File: src/rtl/icache_refill_pkg.sv
// -----------------------------------------------------------------------------
// icache_refill_pkg
// Shared definitions for the I-cache line refill engine: default line
// geometry, FSM state encoding and the line-aligned address mask.
// -----------------------------------------------------------------------------
package icache_refill_pkg;

    localparam int LINE_WORDS_DEF = 8;
    localparam int OFF_W_DEF      = 3;

    typedef enum logic [1:0] {
        ST_IDLE  = 2'd0,
        ST_BUS   = 2'd1,
        ST_READY = 2'd2,
        ST_ABORT = 2'd3
    } state_e;

    // Mask that clears the word-offset and byte-offset bits of an address.
    function automatic logic [31:0] line_mask(input int off_w);
        return ~((32'd1 << (off_w + 2)) - 32'd1);
    endfunction

    localparam logic [31:0] LINE_ADDR_MASK = line_mask(OFF_W_DEF);

endpackage

File: src/rtl/icache_refill_if.sv
// -----------------------------------------------------------------------------
// icache_refill_if
// Bundles the controller-side fill handshake and the memory-bus read port.
//   mem_r/miss_addr        : fill request from the I-cache controller
//   mem_ready/line_data    : completed line back to the controller
//   fill_err               : bus error pulse
//   bus_req/bus_addr       : word read request to memory
//   bus_ack/bus_rdata/bus_err : beat response from memory
// modport slave  : the refill engine
// modport master : the surroundings (controller + memory model)
// -----------------------------------------------------------------------------
interface icache_refill_if
    import icache_refill_pkg::*;
#(
    parameter int LINE_WORDS = LINE_WORDS_DEF
);
    logic                      mem_r;
    logic [31:0]               miss_addr;
    logic                      mem_ready;
    logic [32*LINE_WORDS-1:0]  line_data;
    logic                      fill_err;
    logic                      bus_req;
    logic [31:0]               bus_addr;
    logic                      bus_ack;
    logic [31:0]               bus_rdata;
    logic                      bus_err;

    modport slave (
        input  mem_r, miss_addr, bus_ack, bus_rdata, bus_err,
        output mem_ready, line_data, fill_err, bus_req, bus_addr
    );

    modport master (
        output mem_r, miss_addr, bus_ack, bus_rdata, bus_err,
        input  mem_ready, line_data, fill_err, bus_req, bus_addr
    );
endinterface

File: src/rtl/icache_line_buf.sv
// -----------------------------------------------------------------------------
// icache_line_buf
// Assembly buffer for one cache line: LINE_WORDS x 32-bit registers with a
// per-word write enable and a synchronous clear of the whole line.
//   clk      : clock
//   clr_i    : clear all words (wins over writes)
//   we_i     : one-hot word write enable
//   wdata_i  : write data
//   words_o  : all words, word i at bits [32i+31:32i]
// -----------------------------------------------------------------------------
module icache_line_buf
    import icache_refill_pkg::*;
#(
    parameter int LINE_WORDS = LINE_WORDS_DEF
) (
    input  logic                     clk,
    input  logic                     clr_i,
    input  logic [LINE_WORDS-1:0]    we_i,
    input  logic [31:0]              wdata_i,
    output logic [32*LINE_WORDS-1:0] words_o
);

    logic [32*LINE_WORDS-1:0] words_q;

    // NOTE: this storage is cleared on reset (through clr_i) because the
    // visible line must read as zero after reset; plain data RAMs normally
    // stay unreset.
    always_ff @(posedge clk) begin
        if (clr_i) begin
            words_q <= '0;
        end else begin
            for (int i = 0; i < LINE_WORDS; i++) begin
                if (we_i[i]) begin
                    words_q[32*i +: 32] <= wdata_i;
                end
            end
        end
    end

    assign words_o = words_q;

endmodule

File: src/rtl/icache_refill.sv
// -----------------------------------------------------------------------------
// icache_refill
// Fetches one cache line, critical word first, wrapping within the line.
// Beats are assembled in icache_line_buf; the visible line_data register is
// loaded only when the last beat lands, so an aborted or failed fill never
// disturbs the line previously delivered.
//   clk  : clock, rising edge
//   rst  : synchronous active-high reset
//   ifc  : icache_refill_if.slave (controller handshake + memory bus)
// -----------------------------------------------------------------------------
module icache_refill
    import icache_refill_pkg::*;
#(
    parameter int LINE_WORDS = LINE_WORDS_DEF,
    parameter int OFF_W      = OFF_W_DEF
) (
    input  logic           clk,
    input  logic           rst,
    icache_refill_if.slave ifc
);

    localparam logic [31:0]      ADDR_MASK = line_mask(OFF_W);
    localparam logic [OFF_W-1:0] LAST_BEAT = OFF_W'(LINE_WORDS - 1);

    state_e                    state_q, state_d;
    logic [31:0]               base_q, base_d;
    logic [OFF_W-1:0]          start_q, start_d;
    logic [OFF_W-1:0]          count_q, count_d;
    logic                      fill_err_q, fill_err_d;
    logic [32*LINE_WORDS-1:0]  line_q, line_d;

    logic [OFF_W-1:0]          beat_idx;
    logic [LINE_WORDS-1:0]     buf_we;
    logic                      buf_clr;
    logic                      commit;
    logic [32*LINE_WORDS-1:0]  buf_words;

    // OFF_W-wide addition wraps modulo LINE_WORDS for free.
    assign beat_idx = start_q + count_q;

    icache_line_buf #(
        .LINE_WORDS (LINE_WORDS)
    ) u_line_buf (
        .clk     (clk),
        .clr_i   (rst | buf_clr),
        .we_i    (buf_we),
        .wdata_i (ifc.bus_rdata),
        .words_o (buf_words)
    );

    // NOTE: every signal assigned in this block gets a default first so no
    // path leaves it unassigned, which would otherwise infer a latch.
    always_comb begin
        state_d    = state_q;
        base_d     = base_q;
        start_d    = start_q;
        count_d    = count_q;
        fill_err_d = 1'b0;
        buf_we     = '0;
        buf_clr    = 1'b0;
        commit     = 1'b0;

        unique case (state_q)
            ST_IDLE: begin
                if (ifc.mem_r) begin
                    base_d  = ifc.miss_addr & ADDR_MASK;
                    start_d = ifc.miss_addr[OFF_W+1:2];
                    count_d = '0;
                    state_d = ST_BUS;
                end
            end
            ST_BUS: begin
                if (!ifc.mem_r) begin
                    // Controller withdrew: a beat acked this cycle closes the
                    // abort immediately, otherwise wait for it in ABORT.
                    if (ifc.bus_ack) begin
                        buf_clr = 1'b1;
                        state_d = ST_IDLE;
                    end else begin
                        state_d = ST_ABORT;
                    end
                end else if (ifc.bus_ack) begin
                    if (ifc.bus_err) begin
                        fill_err_d = 1'b1;
                        buf_clr    = 1'b1;
                        state_d    = ST_IDLE;
                    end else begin
                        buf_we[beat_idx] = 1'b1;
                        count_d          = count_q + OFF_W'(1);
                        if (count_q == LAST_BEAT) begin
                            commit  = 1'b1;
                            state_d = ST_READY;
                        end
                    end
                end
            end
            ST_READY: begin
                state_d = ST_IDLE;
            end
            ST_ABORT: begin
                // count is frozen, so bus_addr stays on the pending beat.
                if (ifc.bus_ack) begin
                    buf_clr = 1'b1;
                    state_d = ST_IDLE;
                end
            end
        endcase
    end

    // The last beat is merged straight from the bus because it is being
    // written into the buffer on the same edge.
    always_comb begin
        line_d = line_q;
        if (commit) begin
            line_d                      = buf_words;
            line_d[32*beat_idx +: 32]   = ifc.bus_rdata;
        end
    end

    // NOTE: sequential state uses non-blocking assignments so every register
    // samples pre-edge values regardless of statement order.
    always_ff @(posedge clk) begin
        if (rst) begin
            state_q    <= ST_IDLE;
            base_q     <= '0;
            start_q    <= '0;
            count_q    <= '0;
            fill_err_q <= 1'b0;
            line_q     <= '0;
        end else begin
            state_q    <= state_d;
            base_q     <= base_d;
            start_q    <= start_d;
            count_q    <= count_d;
            fill_err_q <= fill_err_d;
            line_q     <= line_d;
        end
    end

    assign ifc.mem_ready = (state_q == ST_READY);
    assign ifc.bus_req   = (state_q == ST_BUS) || (state_q == ST_ABORT);
    assign ifc.bus_addr  = base_q | (32'(beat_idx) << 2);
    assign ifc.fill_err  = fill_err_q;
    assign ifc.line_data = line_q;

endmodule

File: src/flat_wrapper.sv
// flat-port wrapper written by rule: the top's interface ports become plain ports
module icache_refill_flat import icache_refill_pkg::*;
#(
    parameter int LINE_WORDS = LINE_WORDS_DEF,
    parameter int OFF_W      = OFF_W_DEF
)
  (clk, rst, ifc_mem_r, ifc_miss_addr, ifc_bus_ack, ifc_bus_rdata, ifc_bus_err, ifc_mem_ready, ifc_line_data, ifc_fill_err, ifc_bus_req, ifc_bus_addr);
  icache_refill_if #(.LINE_WORDS(LINE_WORDS)) ifc_i ();
  input  logic clk;
  input  logic rst;
  input wire logic [$bits(ifc_i.mem_r)-1:0] ifc_mem_r;
  input wire logic [$bits(ifc_i.miss_addr)-1:0] ifc_miss_addr;
  input wire logic [$bits(ifc_i.bus_ack)-1:0] ifc_bus_ack;
  input wire logic [$bits(ifc_i.bus_rdata)-1:0] ifc_bus_rdata;
  input wire logic [$bits(ifc_i.bus_err)-1:0] ifc_bus_err;
  output wire logic [$bits(ifc_i.mem_ready)-1:0] ifc_mem_ready;
  output wire logic [$bits(ifc_i.line_data)-1:0] ifc_line_data;
  output wire logic [$bits(ifc_i.fill_err)-1:0] ifc_fill_err;
  output wire logic [$bits(ifc_i.bus_req)-1:0] ifc_bus_req;
  output wire logic [$bits(ifc_i.bus_addr)-1:0] ifc_bus_addr;
  assign ifc_i.mem_r = ifc_mem_r;
  assign ifc_i.miss_addr = ifc_miss_addr;
  assign ifc_i.bus_ack = ifc_bus_ack;
  assign ifc_i.bus_rdata = ifc_bus_rdata;
  assign ifc_i.bus_err = ifc_bus_err;
  assign ifc_mem_ready = ifc_i.mem_ready;
  assign ifc_line_data = ifc_i.line_data;
  assign ifc_fill_err = ifc_i.fill_err;
  assign ifc_bus_req = ifc_i.bus_req;
  assign ifc_bus_addr = ifc_i.bus_addr;
  icache_refill #(.LINE_WORDS(LINE_WORDS), .OFF_W(OFF_W)) u_core (.clk(clk), .rst(rst), .ifc(ifc_i));
endmodule
File: config.mk
export PLATFORM = sky130hd
export DESIGN_NAME = icache_refill_flat
export DESIGN_NICKNAME = d
export VERILOG_FILES = /design/src/rtl/icache_refill_pkg.sv /design/src/rtl/icache_refill_if.sv /design/src/rtl/icache_line_buf.sv /design/src/rtl/icache_refill.sv /design/src/flat_wrapper.sv
export SDC_FILE = /design/constraint.sdc
export NUM_CORES = 1
export LEC_CHECK = 0
export ABC_CLOCK_PERIOD_IN_PS = 3100
export BUFFER_PORTS_ARGS = -buffer_cell sky130_fd_sc_hd__buf_4
export CORE_ASPECT_RATIO = 0.8
export CORE_MARGIN = 2
export CORE_UTILIZATION = 50
export CTS_BUF_LIST = sky130_fd_sc_hd__clkbuf_2 sky130_fd_sc_hd__clkbuf_4 sky130_fd_sc_hd__clkbuf_8
export CTS_CLUSTER_SIZE = 14
export DETAILED_ROUTE_END_ITERATION = 10
export PLACE_DENSITY = 0.75
export SETUP_SLACK_MARGIN = 0.2
export SLEW_MARGIN = 30
export SYNTH_ARGS = -nofsm -noshare
export SYNTH_HDL_FRONTEND = slang
export SYNTH_SLANG_ARGS = --single-unit
File: constraint.sdc
create_clock -name clk -period 3.1 [get_ports clk]
set_input_delay 0.62 -clock clk [delete_from_list [all_inputs] [get_ports clk]]
set_output_delay 0.62 -clock clk [all_outputs]
set_load 0.005 [all_outputs]
* After elaboration in Yosys (flattened, before gate mapping)
Index checks and enable logic that the tools add are counted.
Storage, ports and cells: flip-flop bits (word level) 548, input bits 69, output and inout bits 291, word-level logic and storage cells 74
Operators by class: $add $sub $neg 3, $lt $le $gt $ge 2, eq/ne operators 11, shift operators 2, mux-type cells 30, bitwise operators 4, reduce and logical (&&, ||, !) cells 8
Operators by type and width (number):
- $bwmux 256 | 1
- $shift 32x34->256 const A | 1
- $shiftx 32x34->256 | 1
- $neg 8->34 | 1
- $mux 8 | 4
- $or 32x5->32 | 1
- $mux 2 | 7
- $mux 3 | 4
- $mux 1 | 10
- $ne 2x2->1 const B | 5
- $pmux 2 s4 | 1
- $pmux 3 s2 | 1
- $reduce_and 5->1 | 1
- $eq 2x2->1 const B | 2
- $lt 3x4->1 const B | 1
- $ne 4x3->1 const B | 1
- $reduce_and 4->1 | 1
- $add 3x1->3 const B | 1
- $add 3x3->3 | 1
- $demux 1 s3 | 1
- $eq 3x3->1 const B | 1
- $ge 3x1->1 const B | 1
- $ne 3x3->1 const B | 1
- $reduce_or 3->1 | 1
- other kinds (9) | 10

* Depth between registers and ports, before layout
Gate-level depths: netlist (run 1).
depth in word-level cells 9, mapped depth 12, mapped depth without buffers 9

* Cells and area by module
Synthesis (run 1) repeated with hierarchy kept, for this count alone.
Unflattened totals: cells, all modules 2346, area, all modules 23060.9 um^2
By module, submodules not included:
- icache_refill | times used 1, cells an instance 1486, area each 13539.2 um^2, seq. area each 5845.6 um^2
- icache_line_buf | times used 1, cells an instance 860, area each 9521.6 um^2, seq. area each 5124.9 um^2

* Worst setup path after synthesis (run 1)
OpenSTA, ideal clock, no wires.
kind reg-to-reg, start point register u_core.count_q[0], end point register u_core.line_q[22], in the netlist u_core.ifc.line_data[22], library setup time 0.091 ns, data arrival time 3.292 ns, data required time 3.009 ns, setup slack -0.283 ns, cell stages (with the launch flop) 13, buffers on the path 3, clock period less this slack 3.383 ns, cells stage by stage dfxtp_1 ha_1 fa_1 inv_1 clkbuf_1 ha_1 ha_1 nor4b_1 and3_1 clkbuf_1 buf_2 nand2_1 a311oi_1
Between the ends: longest elaborated chain between the ends 6, elaborated cells on any way between the ends 11, classes of those cells add/sub (2); eq/ne (1); shift (2); mux (6)
Ends and longest elaborated chain:
- start, declared | line icache_refill.sv:28 | logic [OFF_W-1:0] count_q, count_d;
- start signal, assigned | line icache_refill.sv:134 | count_q <= count_d;
- parallel branches: the longest is 6 deep, another holds $neg 8->34
- end signal, assigned | line icache_refill.sv:136 | line_q <= line_d;
- end, declared | line icache_refill.sv:30 | logic [32*LINE_WORDS-1:0] line_q, line_d;
Several ways; the timed one is not identified. A chain may end at the register's enable or synchronous reset.

* Final worst setup path (run 1)
start point register u_core.count_q[0], end point register u_core.line_q[13], in the netlist u_core.ifc.line_data[13]
The elaborated chain is that of the path after synthesis.

==> impl_metrics.json, run 1 <==
{
  "most_used_flip_flop_cell_after_synthesis": "sky130_fd_sc_hd__dfxtp_1",
  "final-hold-violation-count": 0,
  "routabilityCongestion": 0.878,
  "post_synth_edffs": 0,
  "grt_pass1_wl_mm": 114,
  "global_route.usage.total_pct": 32.0,
  "fraction_of_layout_cells_with_a_size_suffix_above_1_pct": 23.4,
  "total_wire_length_after_detailed_routing_mm": 76.6,
  "first_global_vias": 19590,
  "drt-vias-per-instance": 5.75,
  "dp.final_hpwl_mm": 47.3,
  "drtIter0Drc": 2194,
  "clk_root_buffer_cell": "sky130_fd_sc_hd__clkbuf_8",
  "cts_buffers": 86,
  "detail_route.first_pass.iterations": 8,
  "crit_path_cell_trace": "ha_2 -> fa_1 -> xor3_2 -> inv_2 -> ha_4 -> buf_4 -> nor4b_2 -> and3_4 -> clkbuf_16 -> nand2_1 -> a311oi_1",
  "worstMarginPinSlew_ps": 974,
  "p_comb_share_pct": 7.2,
  "cell_area_reported_after_detailed_placement_sq_um": 25200,
  "p_leak_uw": 0.00994,
  "synthDistinctLibCells": 51,
  "drc": 0,
  "grt_antenna_before_repair": 1,
  "post_drt_wl_per_cell_um": 20.9,
  "asyncSetResetFlopFracSynth_pct": 0,
  "total_power_divided_by_cell_area_nw_per_um2": 531,
  "overall_via_count_from_detail_route": 21034,
  "final.period_utilization_pct": 92.1,
  "syn_to_final_growth_pct": 23.5,
  "core-area_sq_um": 44100,
  "grt_start_max_net_pins": 177,
  "die_span_in_x_um": 240,
  "cp-start-kind": "flip-flop",
  "switching_share_pct": 24.9,
  "worstPathMaxFanout": 16,
  "critical_path_arrival_ps": 3430,
  "route.antenna.remaining_nets": 0,
  "synth_cells": 2743,
  "grt_overflow": 0,
  "final.setup.tns_ps": 0,
  "diodes": 0,
  "clock_tree_from_tritoncts": "yes",
  "num_rows": 69,
  "clkTransAtPathRegs_ps": 60,
  "area_of_the_mapped_netlist_sq_um": 22200,
  "ctsHtreeMaxLevel": 3,
  "cts.hold.buffers_added": 0,
  "intPower_uw": 10900,
  "critPathRequiredTime_ps": 3670,
  "timing.final.ws_setup_ps": 244,
  "finalWorstPathRequiredPeriod_ps": 2860,
  "peakVddDrop_mv": 0.389,
  "final.setup_skew_ps": 19.6,
  "final_cell_area_sq_um": 27400,
  "io_pins": 360,
  "clk_latency_ps": 680,
  "status": "finished, final reports clean",
  "crit_slowest_cell": "sky130_fd_sc_hd__fa_1",
  "worst_hold_slack_ps": 198,
  "ys.warnings.count": 0,
  "max_cap_viol_count": 0,
  "grt_setup_unrepaired": "true",
  "end_kind": "flip-flop",
  "timing.critical_path.max_delay_family": "adder cells",
  "total_of_endpoints_with_negative_setup_slack_in_the_final_report": 0,
  "design.die.area_sq_um": 46100,
  "worst-path-buf-inv": 3,
  "maxClockFrequency_mhz": 350,
  "p_seq_share_pct": 48.7,
  "timing_max_transition_violations_final": 0,
  "clock_sink_count": 548,
  "avgSynthCellArea_sq_um": 8.10,
  "min_delay_worst_type": "input port to flip-flop",
  "post_route_total_power_uw": 14600,
  "initial_utilization_pct": 50.3,
  "finalNetCount": 3069,
  "setup.worst_path.class": "flip-flop to flip-flop",
  "dp_slack_ps": 138,
  "switching_power_uw": 3630,
  "yosysSeqAreaShare_pct": 49.4,
  "slowest_delay_ps": 370,
  "maxSlewHeadroom_pct": 35.1,
  "postSynthRegisterBits": 548,
  "cts_buffer_depth": 3,
  "io_buffer_count": 355,
  "pwr-share-clk_pct": 44.1,
  "die-height_um": 193
}
-- flip-flops by register name, summed over array words and instances, names as in the netlist --
| name | cells |
|---|---|
| u_core.state_q | 2 |
| u_core.start_q | 3 |
| u_core.ifc.fill_err | 1 |
| u_core.u_line_buf.words_o | 256 |
| u_core.base_q | 27 |
| u_core.count_q | 3 |
| u_core.ifc.line_data | 256 |
-- stage by stage --
step                      utilization (%)  cells
after floorplan                         -   2744
after global placement               57.2   3498
after detailed placement             57.2   3498
after CTS                            61.3   3649
after global routing                 62.2   3659
final                                62.2   3659
-- logic make-up after synthesis --
logic type               share of synthesized area (%)
adder cells (fa/ha/maj)                          0.428
flip-flops                                        49.4
buffers and inverters                             7.31
AO/OA/AOI/OAI                                     20.1
XOR/XNOR                                         0.107
other                                           0.0169
AND/OR/NAND/NOR                                   21.2
multiplexers                                      1.44
-- worst min-delay path: stages --
cell                      delay [ps]
sky130_fd_sc_hd__buf_4           110
sky130_fd_sc_hd__nand2_1          40
sky130_fd_sc_hd__a21oi_1          50
-- power groups by stage --
stage | registers [uW] | logic (uW) | clock network [uW]
after floorplan | 7250 | 553 | 0
after global placement | 7250 | 958 | 0
after detailed placement | 7250 | 979 | 0
after CTS | 7100 | 982 | 6490
after global routing | 7090 | 1100 | 6820
final | 7100 | 1050 | 6420
-- layer usage --
metal / global-route usage [%] / vias up / wire, um
li1: - / 9734 / -
met1: 42.8 / 10065 / 31400
met2: 48.4 / 1075 / 33500
met3: 9.00 / 160 / 8780
met4: 13.6 / 0 / 2920
met5: 0 / - / 0
-- cell usage in the layout, fill, tap and decap left out, types with 3 or more instances in the layout --
cell type                   Yosys  layout
sky130_fd_sc_hd__ha_1           6       3
sky130_fd_sc_hd__nand4_1        8       8
sky130_fd_sc_hd__nor2b_1        5       5
sky130_fd_sc_hd__nor2_1       276     273
sky130_fd_sc_hd__nor3_1       112     112
sky130_fd_sc_hd__clkbuf_4       0      25
sky130_fd_sc_hd__nand2_1      665     665
sky130_fd_sc_hd__buf_12         0      18
sky130_fd_sc_hd__inv_1        113     111
sky130_fd_sc_hd__a211oi_1     130     127
sky130_fd_sc_hd__buf_4         13     397
sky130_fd_sc_hd__a311oi_1      10       8
sky130_fd_sc_hd__clkbuf_8       0     113
sky130_fd_sc_hd__o21bai_1      18      18
sky130_fd_sc_hd__a2111oi_4      0      14
sky130_fd_sc_hd__a221oi_1      16      15
sky130_fd_sc_hd__o221a_2       64      64
sky130_fd_sc_hd__nand3_1        3       3
sky130_fd_sc_hd__and2_1        16      14
sky130_fd_sc_hd__nor4_4         9       9
sky130_fd_sc_hd__mux2i_1       32      32
sky130_fd_sc_hd__clkbuf_16      0       4
sky130_fd_sc_hd__nand2b_1       8       6
sky130_fd_sc_hd__a211oi_2      22      25
sky130_fd_sc_hd__clkinv_2       0       9
sky130_fd_sc_hd__a21oi_1      377     377
sky130_fd_sc_hd__dfxtp_1      548     547
-- synth_stat cells, drive strengths merged, types with 4 or more instances --
master / count / area (sq um)
a311oi: 10 / 87.6
a2111oi: 14 / 190
nand4: 8 / 50.1
nor2b: 5 / 31.3
o21ai: 4 / 20.0
buf: 100 / 596
and2: 16 / 100
a21oi: 377 / 1890
mux2i: 32 / 320
nand2b: 8 / 50.1
ha: 6 / 75.1
dfxtp: 548 / 11000
inv: 113 / 424
clkbuf: 161 / 604
nor2: 277 / 1040
a211oi: 152 / 1250
o21bai: 18 / 135
nor4: 9 / 191
nor3: 112 / 561
a221oi: 16 / 140
nand2: 666 / 2500
o221a: 64 / 721
-- worst paths after layout --
kind	cells after the start	to	slack, ps	start
max reg2reg	11	u_core.ifc.line_data[13]$_SDFFE_PP0P_	240	u_core.count_q[0]$_SDFFE_PP0P_
max	11	u_core.ifc.line_data[13]$_SDFFE_PP0P_	240	u_core.count_q[0]$_SDFFE_PP0P_
min reg2reg	2	u_core.u_line_buf.words_o[99]$_SDFFE_PP0P_	450	u_core.u_line_buf.words_o[99]$_SDFFE_PP0P_
min	3	u_core.base_q[19]$_SDFFE_PP0P_	200	ifc_miss_addr[19]
-- what timing repair did --
item	CTS	global route
gates resized for setup	3	34
buffers inserted	0	7
setup endpoints to repair	32	114
gates cloned	0	3
pin swaps	0	6
-- final cells by class --
type / instances / area, sq um
clock buffers: 138 / 1740
well taps: 603 / 754
repair buffers: 422 / 3480
fillers: 3700 / 16700
flip-flops and latches: 548 / 11000
inverters: 113 / 424
clock inverters: 13 / 77.6
multi-input cells: 1822 / 9990
(Power assumes the default switching activity.)
==> run 2, diff against run 1 <==
Settings changed: PLACE_DENSITY 0.75 to not set, PLACE_DENSITY_LB_ADDON set to 0.2.
==> impl_metrics.json, run 2 (synthesized netlist as in run 1, its figures left out) <==
{
  "worst_r2r_endpoint": "u_core.ifc.line_data[67]$_SDFFE_PP0P_",
  "clk_root_buffer_cell": "sky130_fd_sc_hd__clkbuf_8",
  "slowest_delay_ps": 530,
  "clk_latency_ps": 670,
  "path_common_cell": "sky130_fd_sc_hd__ha_4",
  "worst_r2r_startpoint": "u_core.start_q[0]$_SDFFE_PP0P_",
  "total_of_endpoints_with_negative_setup_slack_in_the_final_report": 0,
  "finalWorstPathRequiredPeriod_ps": 2820,
  "post_drt_wl_per_cell_um": 20.9,
  "maxClockFrequency_mhz": 355,
  "io_pins": 360,
  "grt_setup_unrepaired": "false",
  "post_route_total_power_uw": 14300,
  "die-height_um": 193,
  "post-place-cells": 3499,
  "p_seq_share_pct": 49.7,
  "ctsHtreeMaxLevel": 3,
  "p_comb_share_pct": 7.2,
  "grt_start_max_net_pins": 121,
  "die_span_in_x_um": 240,
  "final.setup_skew_ps": 21.5,
  "layout_common_cells": "sky130_fd_sc_hd__nand2_1 (665), sky130_fd_sc_hd__dfxtp_1 (546), sky130_fd_sc_hd__buf_4 (402)",
  "total_power_divided_by_cell_area_nw_per_um2": 525,
  "grt_overflow": 0,
  "final_common_cell": "sky130_fd_sc_hd__nand2_1",
  "holdCritStartpoint": "ifc_miss_addr[11]",
  "final-hold-violation-count": 0,
  "peakVddDrop_mv": 0.294,
  "cts_buffers": 86,
  "setup.worst_path.class": "flip-flop to flip-flop",
  "fraction_of_layout_cells_with_a_size_suffix_above_1_pct": 23.4,
  "timing.final.ws_setup_ps": 280,
  "worst_hold_slack_ps": 204,
  "drtIter0Drc": 1996,
  "final.period_utilization_pct": 91.0,
  "crit_path_cell_trace": "ha_4 -> fa_2 -> inv_2 -> ha_4 -> ha_4 -> nor4bb_4 -> a21boi_4 -> buf_12 -> nor2_4 -> a221oi_1",
  "layout.cells.non_filler": 3658,
  "dp.final_hpwl_mm": 46.9,
  "status": "finished, final reports clean",
  "worstPathMaxFanout": 15,
  "maxSlewHeadroom_pct": 48.1,
  "end_kind": "flip-flop",
  "drc": 0,
  "drt-vias-per-instance": 5.71,
  "max_cap_viol_count": 0,
  "worstMarginPinSlew_ps": 779,
  "cts_buffer_depth": 3,
  "worst-path-buf-inv": 2,
  "io_buffer_count": 355,
  "grt_pass1_wl_mm": 114,
  "dp_slack_ps": -120,
  "worstSetupStartpoint": "u_core.start_q[0]$_SDFFE_PP0P_",
  "min_path_cells": 3,
  "worst-r2r-setup-slack_ps": 280,
  "overall_via_count_from_detail_route": 20876,
  "design.die.area_sq_um": 46100,
  "detail_route.first_pass.iterations": 5,
  "clock_tree_from_tritoncts": "yes",
  "worst_r2r_path_depth": 10,
  "routabilityCongestion": 0.840,
  "num_rows": 69,
  "hold-path-endpoint": "u_core.base_q[11]$_SDFFE_PP0P_",
  "switching_power_uw": 3560,
  "critPathRequiredTime_ps": 3660,
  "min_delay_worst_type": "input port to flip-flop",
  "switching_share_pct": 24.9,
  "finalNetCount": 3072,
  "total_wire_length_after_detailed_routing_mm": 76.5,
  "intPower_uw": 10700,
  "global_route.usage.total_pct": 32.1,
  "timing_max_transition_violations_final": 0,
  "initial_utilization_pct": 50.3,
  "clkTransAtPathRegs_ps": 60,
  "cell_area_reported_after_detailed_placement_sq_um": 25200,
  "core-area_sq_um": 44100,
  "cts.hold.buffers_added": 0,
  "route.antenna.remaining_nets": 0,
  "syn_to_final_growth_pct": 22.6,
  "p_leak_uw": 0.00987,
  "clock_sink_count": 548,
  "cp-start-kind": "flip-flop",
  "crit_slowest_cell": "sky130_fd_sc_hd__fa_2",
  "grt_antenna_before_repair": 0,
  "timing.critical_path.max_delay_family": "adder cells",
  "first_global_vias": 19826,
  "fillCellCount": 3843,
  "final_cell_area_sq_um": 27200,
  "pwr-share-clk_pct": 43.1,
  "critical_path_arrival_ps": 3380
}
run 2: layout make-up:
| cell class | instances | area, sq um | area share [%] |
|---|---|---|---|
| Sequential cell | 548 | 11000 | 40.3 |
| Multi-Input combinational cell | 1824 | 9950 | 36.5 |
| Timing Repair Buffer | 423 | 3420 | 12.5 |
| Clock buffer | 136 | 1650 | 6.05 |
| Tap cell | 603 | 754 | 2.77 |
| Inverter | 113 | 424 | 1.56 |
| Clock inverter | 9 | 56.3 | 0.207 |
| Antenna cell | 2 | 5.00 | 0.0184 |
run 2: repair_timing:
item	4_1_cts	5_1_grt
buffers inserted	3	6
pin swaps	2	19
cloned	2	1
setup endpoints to repair	63	123
endpoints found under the hold margin	0	0
resized for setup	4	28
run 2: per-stage QoR:
step                TNS, ps  utilization (%)
floorplan                 0                -
global placement          0             57.1
detailed placement    -2200             57.1
CTS                       0             61.1
global route              0             61.7
finish                    0             61.7
run 2: metal layers:
| metal | GRT usage [%] | routed length [um] | vias to the layer above |
|---|---|---|---|
| met5 | 0 | 0 | - |
| met4 | 13.2 | 2910 | 0 |
| met3 | 7.34 | 7490 | 161 |
| met2 | 49.6 | 34100 | 965 |
| met1 | 43.3 | 32100 | 10023 |
| li1 | - | - | 9727 |
run 2: how the worst max path moves through the flow:
stage	endpoint	slack [ps]	cells past startpoint
global placement	u_core.ifc.line_data[70]$_SDFFE_PP0P_	10	9
global route	u_core.ifc.line_data[88]$_SDFFE_PP0P_	210	12
CTS	u_core.ifc.line_data[133]$_SDFFE_PP0P_	200	10
detailed placement	u_core.ifc.line_data[67]$_SDFFE_PP0P_	-120	9
floorplan	u_core.ifc.line_data[164]$_SDFFE_PP0P_	190	12
finish	u_core.ifc.line_data[67]$_SDFFE_PP0P_	280	10
run 2: worst register-to-register path: stages (launching register included):
cell	delay, ps
sky130_fd_sc_hd__dfxtp_2	340
sky130_fd_sc_hd__ha_4	160
sky130_fd_sc_hd__fa_2	530
sky130_fd_sc_hd__inv_2	60
sky130_fd_sc_hd__ha_4	160
sky130_fd_sc_hd__ha_4	330
sky130_fd_sc_hd__nor4bb_4	240
sky130_fd_sc_hd__a21boi_4	240
sky130_fd_sc_hd__buf_12	150
sky130_fd_sc_hd__nor2_4	110
sky130_fd_sc_hd__a221oi_1	390
run 2: power by group through the flow:
stage	Sequential (uW)	Combinational, uW	Clock (uW)
floorplan	7250	553	0
global placement	7250	943	0
detailed placement	7250	957	0
CTS	7100	962	6220
global route	7100	1070	6530
finish	7100	1030	6160
